--- config.mk ---
export PLATFORM = sky130hd
export DESIGN_NAME = config_burst_loader
export DESIGN_NICKNAME = d
export VERILOG_FILES = /design/src/rtl/config_burst_loader.sv
export SDC_FILE = /design/constraint.sdc
export NUM_CORES = 1
export LEC_CHECK = 0
export CAP_MARGIN = 5
export CORE_ASPECT_RATIO = 0.9
export CORE_UTILIZATION = 39
export DETAILED_ROUTE_END_ITERATION = 12
export PLACE_DENSITY = 0.76
export RECOVER_POWER = 100
export SLEW_MARGIN = 20
export SYNTH_ARGS = -nofsm -noshare
export SYNTH_HDL_FRONTEND = slang
export SYNTH_SLANG_ARGS = --single-unit
--- constraint.sdc ---
create_clock -name clock -period 2.72 [get_ports clock]
set_input_delay 0.816 -clock clock [delete_from_list [all_inputs] [get_ports clock]]
set_output_delay 0.816 -clock clock [all_outputs]
set_load 0.03 [all_outputs]
--- src/rtl/config_burst_loader.sv ---
// Burst initiator for the Control Path configuration write bus: one word per
// target-thread slot, registered address/data presented the cycle after each handshake.
module config_burst_loader #(
    parameter int unsigned ADDR_WIDTH         = 10,
    parameter int unsigned WORD_WIDTH         = 36,
    parameter int unsigned COUNT_WIDTH        = 10,
    parameter int unsigned THREAD_COUNT       = 8,
    parameter int unsigned THREAD_COUNT_WIDTH = 3,
    parameter int unsigned IDLE_ADDR          = 0
) (
    input  logic                          clock,
    input  logic                          reset,
    input  logic [THREAD_COUNT_WIDTH-1:0] current_thread,
    input  logic                          cmd_valid,
    output logic                          cmd_ready,
    input  logic [ADDR_WIDTH-1:0]         cmd_base_addr,
    input  logic [COUNT_WIDTH-1:0]        cmd_length,
    input  logic [THREAD_COUNT_WIDTH-1:0] cmd_thread,
    input  logic                          data_valid,
    output logic                          data_ready,
    input  logic [WORD_WIDTH-1:0]         data_word,
    output logic                          config_write,
    output logic [ADDR_WIDTH-1:0]         config_addr,
    output logic [WORD_WIDTH-1:0]         config_data,
    output logic                          busy,
    output logic                          done
);

    typedef enum logic [1:0] {
        IDLE   = 2'd0,
        LOAD   = 2'd1,
        FINISH = 2'd2
    } state_t;

    typedef struct packed {
        logic                  write;
        logic [ADDR_WIDTH-1:0] addr;
        logic [WORD_WIDTH-1:0] data;
    } cfg_wr_t;

    localparam cfg_wr_t CFG_IDLE = '{write: 1'b0, addr: ADDR_WIDTH'(IDLE_ADDR), data: '0};

    state_t                          state;
    state_t                          state_next;
    logic [ADDR_WIDTH-1:0]           next_addr;
    logic [COUNT_WIDTH-1:0]          remaining;
    logic [THREAD_COUNT_WIDTH-1:0]   target;
    cfg_wr_t                         cfg_wr;
    logic                            cmd_fire;
    logic                            data_fire;

    assign cmd_fire  = cmd_valid && cmd_ready;
    assign data_fire = data_valid && data_ready;

    // State register
    always_ff @(posedge clock or posedge reset) begin
        if (reset) begin
            state <= IDLE;
        end else begin
            state <= state_next;
        end
    end

    // Next-state logic; a zero-length burst goes straight to the completion cycle
    always_comb begin
        state_next = state;
        case (state)
            IDLE: begin
                if (cmd_fire) begin
                    state_next = (cmd_length == '0) ? FINISH : LOAD;
                end
            end
            LOAD: begin
                if (data_fire && (remaining == COUNT_WIDTH'(1))) begin
                    state_next = FINISH;
                end
            end
            FINISH:  state_next = IDLE;
            default: state_next = IDLE;
        endcase
    end

    // Handshake and status outputs decoded from state
    always_comb begin
        cmd_ready  = 1'b0;
        data_ready = 1'b0;
        busy       = 1'b1;
        done       = 1'b0;
        case (state)
            IDLE: begin
                cmd_ready = !reset;
                busy      = 1'b0;
            end
            LOAD:    data_ready = (current_thread == target);
            FINISH:  done = 1'b1;
            default: busy = 1'b0;
        endcase
    end

    // Burst context: latched at accept, advanced per consumed word
    always_ff @(posedge clock or posedge reset) begin
        if (reset) begin
            next_addr <= '0;
            remaining <= '0;
            target    <= '0;
        end else if (cmd_fire) begin
            next_addr <= cmd_base_addr;
            remaining <= cmd_length;
            target    <= cmd_thread;
        end else if (data_fire) begin
            next_addr <= next_addr + ADDR_WIDTH'(1);
            remaining <= remaining - COUNT_WIDTH'(1);
        end
    end

    // Write port register: holds a write for exactly one cycle, idle pattern otherwise
    always_ff @(posedge clock or posedge reset) begin
        if (reset) begin
            cfg_wr <= CFG_IDLE;
        end else if (data_fire) begin
            cfg_wr <= '{write: 1'b1, addr: next_addr, data: data_word};
        end else begin
            cfg_wr <= CFG_IDLE;
        end
    end

    assign config_write = cfg_wr.write;
    assign config_addr  = cfg_wr.addr;
    assign config_data  = cfg_wr.data;

    a_ready_exclusive: assert property (@(posedge clock) disable iff (reset)
        !(cmd_ready && data_ready));

    a_thread_in_range: assert property (@(posedge clock) disable iff (reset)
        32'(current_thread) < THREAD_COUNT);

    a_load_has_work: assert property (@(posedge clock) disable iff (reset)
        (state != LOAD) || (remaining != '0));

endmodule

======== Yosys cells after proc, flatten, opt, wreduce, memory -nomap -nowiden ========
Index checks and enable logic that the tools add are counted.
storage, ports and cells
  output and inout bits ................... 51
  flip-flop bits (word level) ............. 72
  logic and storage cells ................. 37
  input port bits ......................... 66
operators by class
  muxes and demuxes ....................... 13
  reductions and logical operators ........ 9
  add/subtract/negate cells ............... 2
  equal/unequal tests ..................... 6
operator list
  operator               count
  $mux 47                1
  $mux 10                4
  $add 10x1->10 const B  1
  $eq 10x1->1 const B    1
  $logic_not 10->1       1
  $sub 10x1->10 const B  1
  $mux 2                 3
  $mux 1                 4
  $ne 2x2->1 const B     2
  $pmux 2 s2             1
  $eq 3x3->1             1
  $logic_and 1x1->1      3
  $eq 2x1->1 const B     1
  $eq 2x2->1 const B     1
  $logic_not 2->1        1
  $reduce_and 2->1       1
  $reduce_bool 2->1      1
  $reduce_or 2->1        1
  $logic_not 1->1        1

======== Logic depth before layout (Yosys ltp) ========
Gate-level depths: netlist of run 1.
  depth in word-level cells ............... 6
  mapped depth ............................ 8
  mapped depth without buffers ............ 7

======== Least setup slack after synthesis of run 1 ========
No wires, ideal clock.
  path kind ............................... input to output
  start ................................... input port current_thread[2]
  end ..................................... output port data_ready
  path buffers ............................ 0
  setup slack ............................. 201 ps
  arrival time ............................ 1703 ps
  data required time ...................... 1904 ps
  stages on the path ...................... 2
  path through ............................ xor2_1 > nor3_1
between the ends
  cells in the longest elaborated chain, start to end .. 2
RTL lines
  element      line  text
  from (decl)  13    input logic [THREAD_COUNT_WIDTH-1:0] current_thread,
  $eq 3x3->1   94    LOAD: data_ready = (current_thread == target);
  $mux 1       89    case (state)
  to (decl)    20    output logic data_ready,
No other way between the ends.

======== Worst setup path in the final report of run 1 ========
Ends and elaborated chain as after synthesis.

==> flow_metrics.tcl, run 1 <==
set metrics [dict create \
    remaining_drc_errors 0 \
    netlist_instances 254 \
    leakagePower_nw 2.12 \
    clkPwrFrac 0.292 \
    io_buffers 116 \
    cp.required_ps 1900 \
    fillers 595 \
    post-route-min-period_ps 2610 \
    critical_path_class "in2out" \
    first_iter_violations 85 \
    drive_above_1_share 0.0888 \
    gp_congestion 0.750 \
    post-synth-top-area-fraction 0.613 \
    vias_per_cell 4.65 \
    internal_power_w 0.00243 \
    tns_ps 0 \
    pre_cts_slack_ps 19.6 \
    crit_start "current_thread[2]" \
    overflow 0 \
    tightest_slew_ps 985 \
    synth.area.top_cells "dfrtp_1 61%, and2_1 10%, xor2_1 5.4%, a21oi_1 3.7%, nor2_1 3.1%" \
    fin_skew_ps 7.40 \
    dr_wl_met3_um 375 \
    final_cell_mix "72 x dfrtp_1, 64 x clkdlybuf4s50_1, 49 x dlygate4sd3_1" \
    ioPinCount 117 \
    syn_nets 326 \
    synth-seq-cells 72 \
    synthFlopType "dfrtp_1" \
    register_area_um2 1800 \
    final_hold_viol_count 0 \
    cts_sinks 72 \
    dp_hpwl_um 4480 \
    combPwrFrac 0.288 \
    antenna_found_initial 0 \
    top_layer "met4" \
    synth_cell_type_count 29 \
    hold_class "reg2reg" \
    switching_share 0.318 \
    clock_latency_ps 330 \
    grt_pass1_vias 2253 \
    yosys.area.top_type "dfrtp_1" \
    rsz0062_at_grt "false" \
    multi_input_area_um2 1070 \
    setup_ws_ps 108 \
    cts_tree "done" \
    dr_wl_met2_um 3230 \
    cts_hold_buf 0 \
    grt_max_degree 42 \
    area_growth_syn_to_layout_pct 52.7 \
    die_h_um 84.3 \
    async_reset_ff_frac 1.00 \
    synth_edf_count 0 \
    dieArea_um2 7880 \
    initial_core_util 0.409 \
    slew_viol_final 0 \
    netlist_area_um2 2940 \
    post_synth.cell_area_avg_um2 11.6 \
    drt-pass1-iter-count 4 \
    fp-row-count 29 \
    crit_path_end "data_ready" \
    yosysSeqAreaShare 0.613 \
    cts_made_buffers 9 \
    seqPwrFrac 0.420 \
    crit_fanout 2 \
    utilization 0.625 \
    core-area_um2 7180 \
    r2r_start "state[1]$_DFFE_PP0P_" \
    yosys_warnings 0 \
    maxCapViolCount 0 \
    clockBufferDepth 2 \
    layout_commonest_cell "dfrtp_1" \
    max_freq_mhz 383 \
    r2r_end "next_addr[6]$_DFFE_PP0P_" \
    via_count 2215 \
    power-per-cell-area_nw_per_um2 795 \
    track_usage 0.174 \
    r2r_slack_ps 820 \
    antenna_left 0 \
    finalCritPeriodShare 0.960 \
    drt-total-wl_um 6340 \
    met1_length_um 2600 \
    diodes 0 \
    status "finished clean" \
    htree_levels 3 \
    rr_worst_depth 8 \
    fin_nets 450 \
    slew_headroom 0.344 \
    die_width_um 93.5 \
    start_kind "input pin" \
    setup_viol 0 \
    crit_arrival_ps 1800 \
    clkTransAtPathRegs_ps 80 \
    wl_per_cell_um 13.3 \
    worstSetupEndpointType "output port" \
    root_buffer "clkbuf_8" \
    grt_pass1_wl_um 10600 \
    p_sw_w 0.00113 \
    vdd_drop_max_v 0.000451 \
]
routing by layer:
layer | up-vias | track usage
met5 | - | 0
met4 | 0 | 0.0699
met3 | 13 | 0.0435
met2 | 77 | 0.286
met1 | 1050 | 0.219
li1 | 1075 | -
power by group through the flow:
stage / sequential [W] / combinational, W / clock [W]
finish: 0.00150 / 0.00103 / 0.00104
global placement: 0.00150 / 0.00102 / 0
floorplan: 0.00159 / 0.000567 / 0
global route: 0.00153 / 0.00113 / 0.00112
detailed placement: 0.00151 / 0.00105 / 0
CTS: 0.00150 / 0.00106 / 0.00107
synth_stat cells (4+ instances only):
cell / number
nand3_1: 8
and2_1: 47
inv_1: 7
a21oi_1: 22
xor2_1: 18
nor2_1: 24
ha_1: 6
nand2_1: 8
clkbuf_1: 8
dfrtp_1: 72
mux2_2: 4
nand4_1: 5
kinds of logic after synthesis:
logic type / share of synthesized area
XOR/XNOR: 0.0626
AND/OR/NAND/NOR: 0.209
multiplexers: 0.0221
adder cells (fa/ha/maj): 0.0256
buffers and inverters: 0.0260
flip-flops: 0.613
AO/OA/AOI/OAI: 0.0413
final cells by class:
| type | instances | area share |
|---|---|---|
| Clock buffer | 10 | 0.0307 |
| Clock inverter | 6 | 0.0257 |
| Inverter | 7 | 0.00586 |
| Multi-Input combinational cell | 164 | 0.239 |
| Sequential cell | 72 | 0.402 |
| Tap cell | 93 | 0.0259 |
| Timing Repair Buffer | 124 | 0.271 |
how the worst min path moves through the flow:
stage / start / to / slack, ps / cells past startpoint
floorplan: next_addr[9]$_DFFE_PP0P_ / config_addr[9]$_DFF_PP0_ / 470 / 1
global placement: next_addr[9]$_DFFE_PP0P_ / config_addr[9]$_DFF_PP0_ / 490 / 1
detailed placement: next_addr[9]$_DFFE_PP0P_ / config_addr[9]$_DFF_PP0_ / 500 / 1
CTS: next_addr[9]$_DFFE_PP0P_ / config_addr[9]$_DFF_PP0_ / 520 / 1
global route: next_addr[9]$_DFFE_PP0P_ / config_addr[9]$_DFF_PP0_ / 550 / 1
finish: next_addr[9]$_DFFE_PP0P_ / config_addr[9]$_DFF_PP0_ / 510 / 1
worst max-delay path, stage by stage:
cell and delay [ps]:
clkdlybuf4s50_1 420, xor2_1 170, nor3_2 200, buf_4 190
registers in the layout, summed over array words and instances, names as in the netlist:
name,flops
config_data,36
remaining,10
next_addr,10
state,2
config_write,1
target,3
config_addr,10
stage by stage:
stage	hold slack [ps]	power (W)	area, um^2	cells
finish	513	0.00357	4490	476
global route	548	0.00379	4490	476
CTS	517	0.00363	4490	476
detailed placement	496	0.00256	4230	460
global placement	489	0.00252	4230	460
floorplan	474	0.00215	2940	254
timing repair:
action	4_1_cts	5_1_grt
pin swaps	0	2
resized for setup	1	2
gates cloned	0	0
setup endpoints to repair	1	1
setup buffers	0	0
Power figures use the tool's default switching activity.
==> run 2: changes to the inputs <==
--- a/config.mk
+++ b/config.mk
@@ -9,6 +9,7 @@
 export CORE_ASPECT_RATIO = 0.9
 export CORE_UTILIZATION = 39
 export DETAILED_ROUTE_END_ITERATION = 12
+export GPL_TIMING_DRIVEN = 0
 export PLACE_DENSITY = 0.76
 export RECOVER_POWER = 100
 export SLEW_MARGIN = 20
==> flow_metrics.tcl, run 2 (synthesized netlist as in run 1, its figures left out) <==
set metrics [dict create \
    initial_core_util 0.409 \
    final_cell_mix "72 x dfrtp_1, 66 x clkdlybuf4s50_1, 48 x dlygate4sd3_1" \
    dp_hpwl_um 4850 \
    crit_fanout 2 \
    drt-total-wl_um 6520 \
    first_iter_violations 119 \
    antenna_left 0 \
    ioPinCount 117 \
    critical_path_class "in2out" \
    fin_nets 454 \
    slew_viol_final 0 \
    die_width_um 93.5 \
    antenna_found_initial 0 \
    combPwrFrac 0.296 \
    gp_congestion 0.797 \
    max_freq_mhz 377 \
    htree_levels 3 \
    clock_latency_ps 340 \
    clkTransAtPathRegs_ps 80 \
    power-per-cell-area_nw_per_um2 769 \
    track_usage 0.182 \
    switching_share 0.330 \
    io_buffers 116 \
    setup_viol 0 \
    drt-pass1-iter-count 5 \
    post_cts_buffers 0 \
    diodes 0 \
    utilization 0.623 \
    clockBufferDepth 2 \
    die_h_um 84.3 \
    dr_wl_met3_um 484 \
    layout_commonest_cell "dfrtp_1" \
    top_layer "met4" \
    met1_length_um 2720 \
    via_count 2253 \
    core-area_um2 7180 \
    fin_skew_ps 10.6 \
    status "finished clean" \
    rsz0062_at_grt "false" \
    vdd_drop_max_v 0.000472 \
    seqPwrFrac 0.435 \
    slew_headroom 0.158 \
    cts_made_buffers 9 \
    tightest_slew_ps 1260 \
    place_inst 464 \
    leakagePower_nw 2.09 \
    cp.required_ps 1900 \
    internal_power_w 0.00231 \
    grt_pass1_wl_um 10900 \
    crit_arrival_ps 1840 \
    grt_max_degree 42 \
    dr_wl_met2_um 3270 \
    start_kind "input pin" \
    cts_hold_buf 0 \
    largest_reg_flops 36 \
    wl_per_cell_um 13.6 \
    p_sw_w 0.00114 \
    remaining_drc_errors 0 \
    overflow 0 \
    hold_class "reg2reg" \
    grt_pass1_vias 2191 \
    dieArea_um2 7880 \
    area_growth_syn_to_layout_pct 52.3 \
    cts_tree "done" \
    final_hold_viol_count 0 \
    clkPwrFrac 0.269 \
    maxCapViolCount 0 \
    fp-row-count 29 \
    root_buffer "clkbuf_8" \
    worstSetupEndpointType "output port" \
    drive_above_1_share 0.0775 \
    stdcell_count 480 \
    vias_per_cell 4.69 \
    post-route-min-period_ps 2660 \
    finalCritPeriodShare 0.976 \
    cts_sinks 72 \
]
## run 2: cell count changes in the layout (fill, tap and decap cells not counted), moves of 2 or more
cell             change
and2_0               +7
and2_1               -7
buf_4                -2
clkbuf_1             +9
clkbuf_2             -3
clkdlybuf4s50_1      +2
xor2_1               -2
xor2_2               +2
## run 2: routing by layer
layer / track usage / vias up
met4: 0.0545 / 0
met5: 0 / -
met1: 0.231 / 1070
met2: 0.297 / 90
li1: - / 1087
met3: 0.0616 / 6
## run 2: cell type report
type                            instances  area [um^2]
Timing Repair Buffer                  117         1180
Fill cell                             606         2710
Tap cell                               93          116
Buffer                                 11         46.3
Sequential cell                        72         1800
Multi-Input combinational cell        164         1090
Inverter                                7         26.3
Clock buffer                           10          128
Clock inverter                          6         91.3
## run 2: worst max-delay path, cell delays in order
cell	delay, ps
clkdlybuf4s50_1	500
xnor2_2	130
nand2_1	90
nor3_2	120
buf_4	180
## run 2: per-stage QoR
stage | hold slack [ps] | power, W | TNS (ps) | worst slack [ps] | area (um^2)
after global placement | 484 | 0.00251 | -81210 | -1110 | 4220
after global routing | 520 | 0.00367 | 0 | 6.90 | 4480
final | 508 | 0.00344 | 0 | 64.0 | 4480
after CTS | 506 | 0.00348 | -114 | -114 | 4460
after floorplan | 474 | 0.00215 | 0 | 79.1 | 2940
after detailed placement | 487 | 0.00255 | -2290 | -458 | 4240
## run 2: worst paths after layout
path	startpoint	end	slack, ps	depth (start not counted)
worst max-delay path	current_thread[1]	data_ready	60	5
worst min-delay path	next_addr[9]$_DFFE_PP0P_	config_addr[9]$_DFF_PP0_	510	1
worst max register to register	state[0]$_DFFE_PP0P_	remaining[5]$_DFFE_PP0P_	550	7
worst min register to register	next_addr[9]$_DFFE_PP0P_	config_addr[9]$_DFF_PP0_	510	1
max in group asynchronous	reset	remaining[6]$_DFFE_PP0P_	720	3
min in group asynchronous	reset	target[1]$_DFFE_PP0P_	1180	2
## run 2: power by group through the flow
| stage | Sequential (W) | Clock (W) | Combinational (W) |
|---|---|---|---|
| after floorplan | 0.00159 | 0 | 0.000567 |
| after global placement | 0.00150 | 0 | 0.00101 |
| after detailed placement | 0.00151 | 0 | 0.00103 |
| after CTS | 0.00149 | 0.000949 | 0.00104 |
| after global routing | 0.00153 | 0.00101 | 0.00113 |
| final | 0.00150 | 0.000925 | 0.00102 |
## run 2: timing repair
item	in CTS	in global routing
hold endpoints to repair	0	0
resized for setup	5	8
endpoints found under the setup margin	2	2
==> run 3: changes to the inputs <==
--- a/config.mk
+++ b/config.mk
@@ -8,6 +8,7 @@
 export CAP_MARGIN = 5
 export CORE_ASPECT_RATIO = 0.9
 export CORE_UTILIZATION = 39
+export CTS_CLUSTER_DIAMETER = 80
 export DETAILED_ROUTE_END_ITERATION = 12
 export GPL_TIMING_DRIVEN = 0
 export PLACE_DENSITY = 0.76
==> results of run 3 <==
No change in the layout: final DEF, timing and power equal those of run 2.
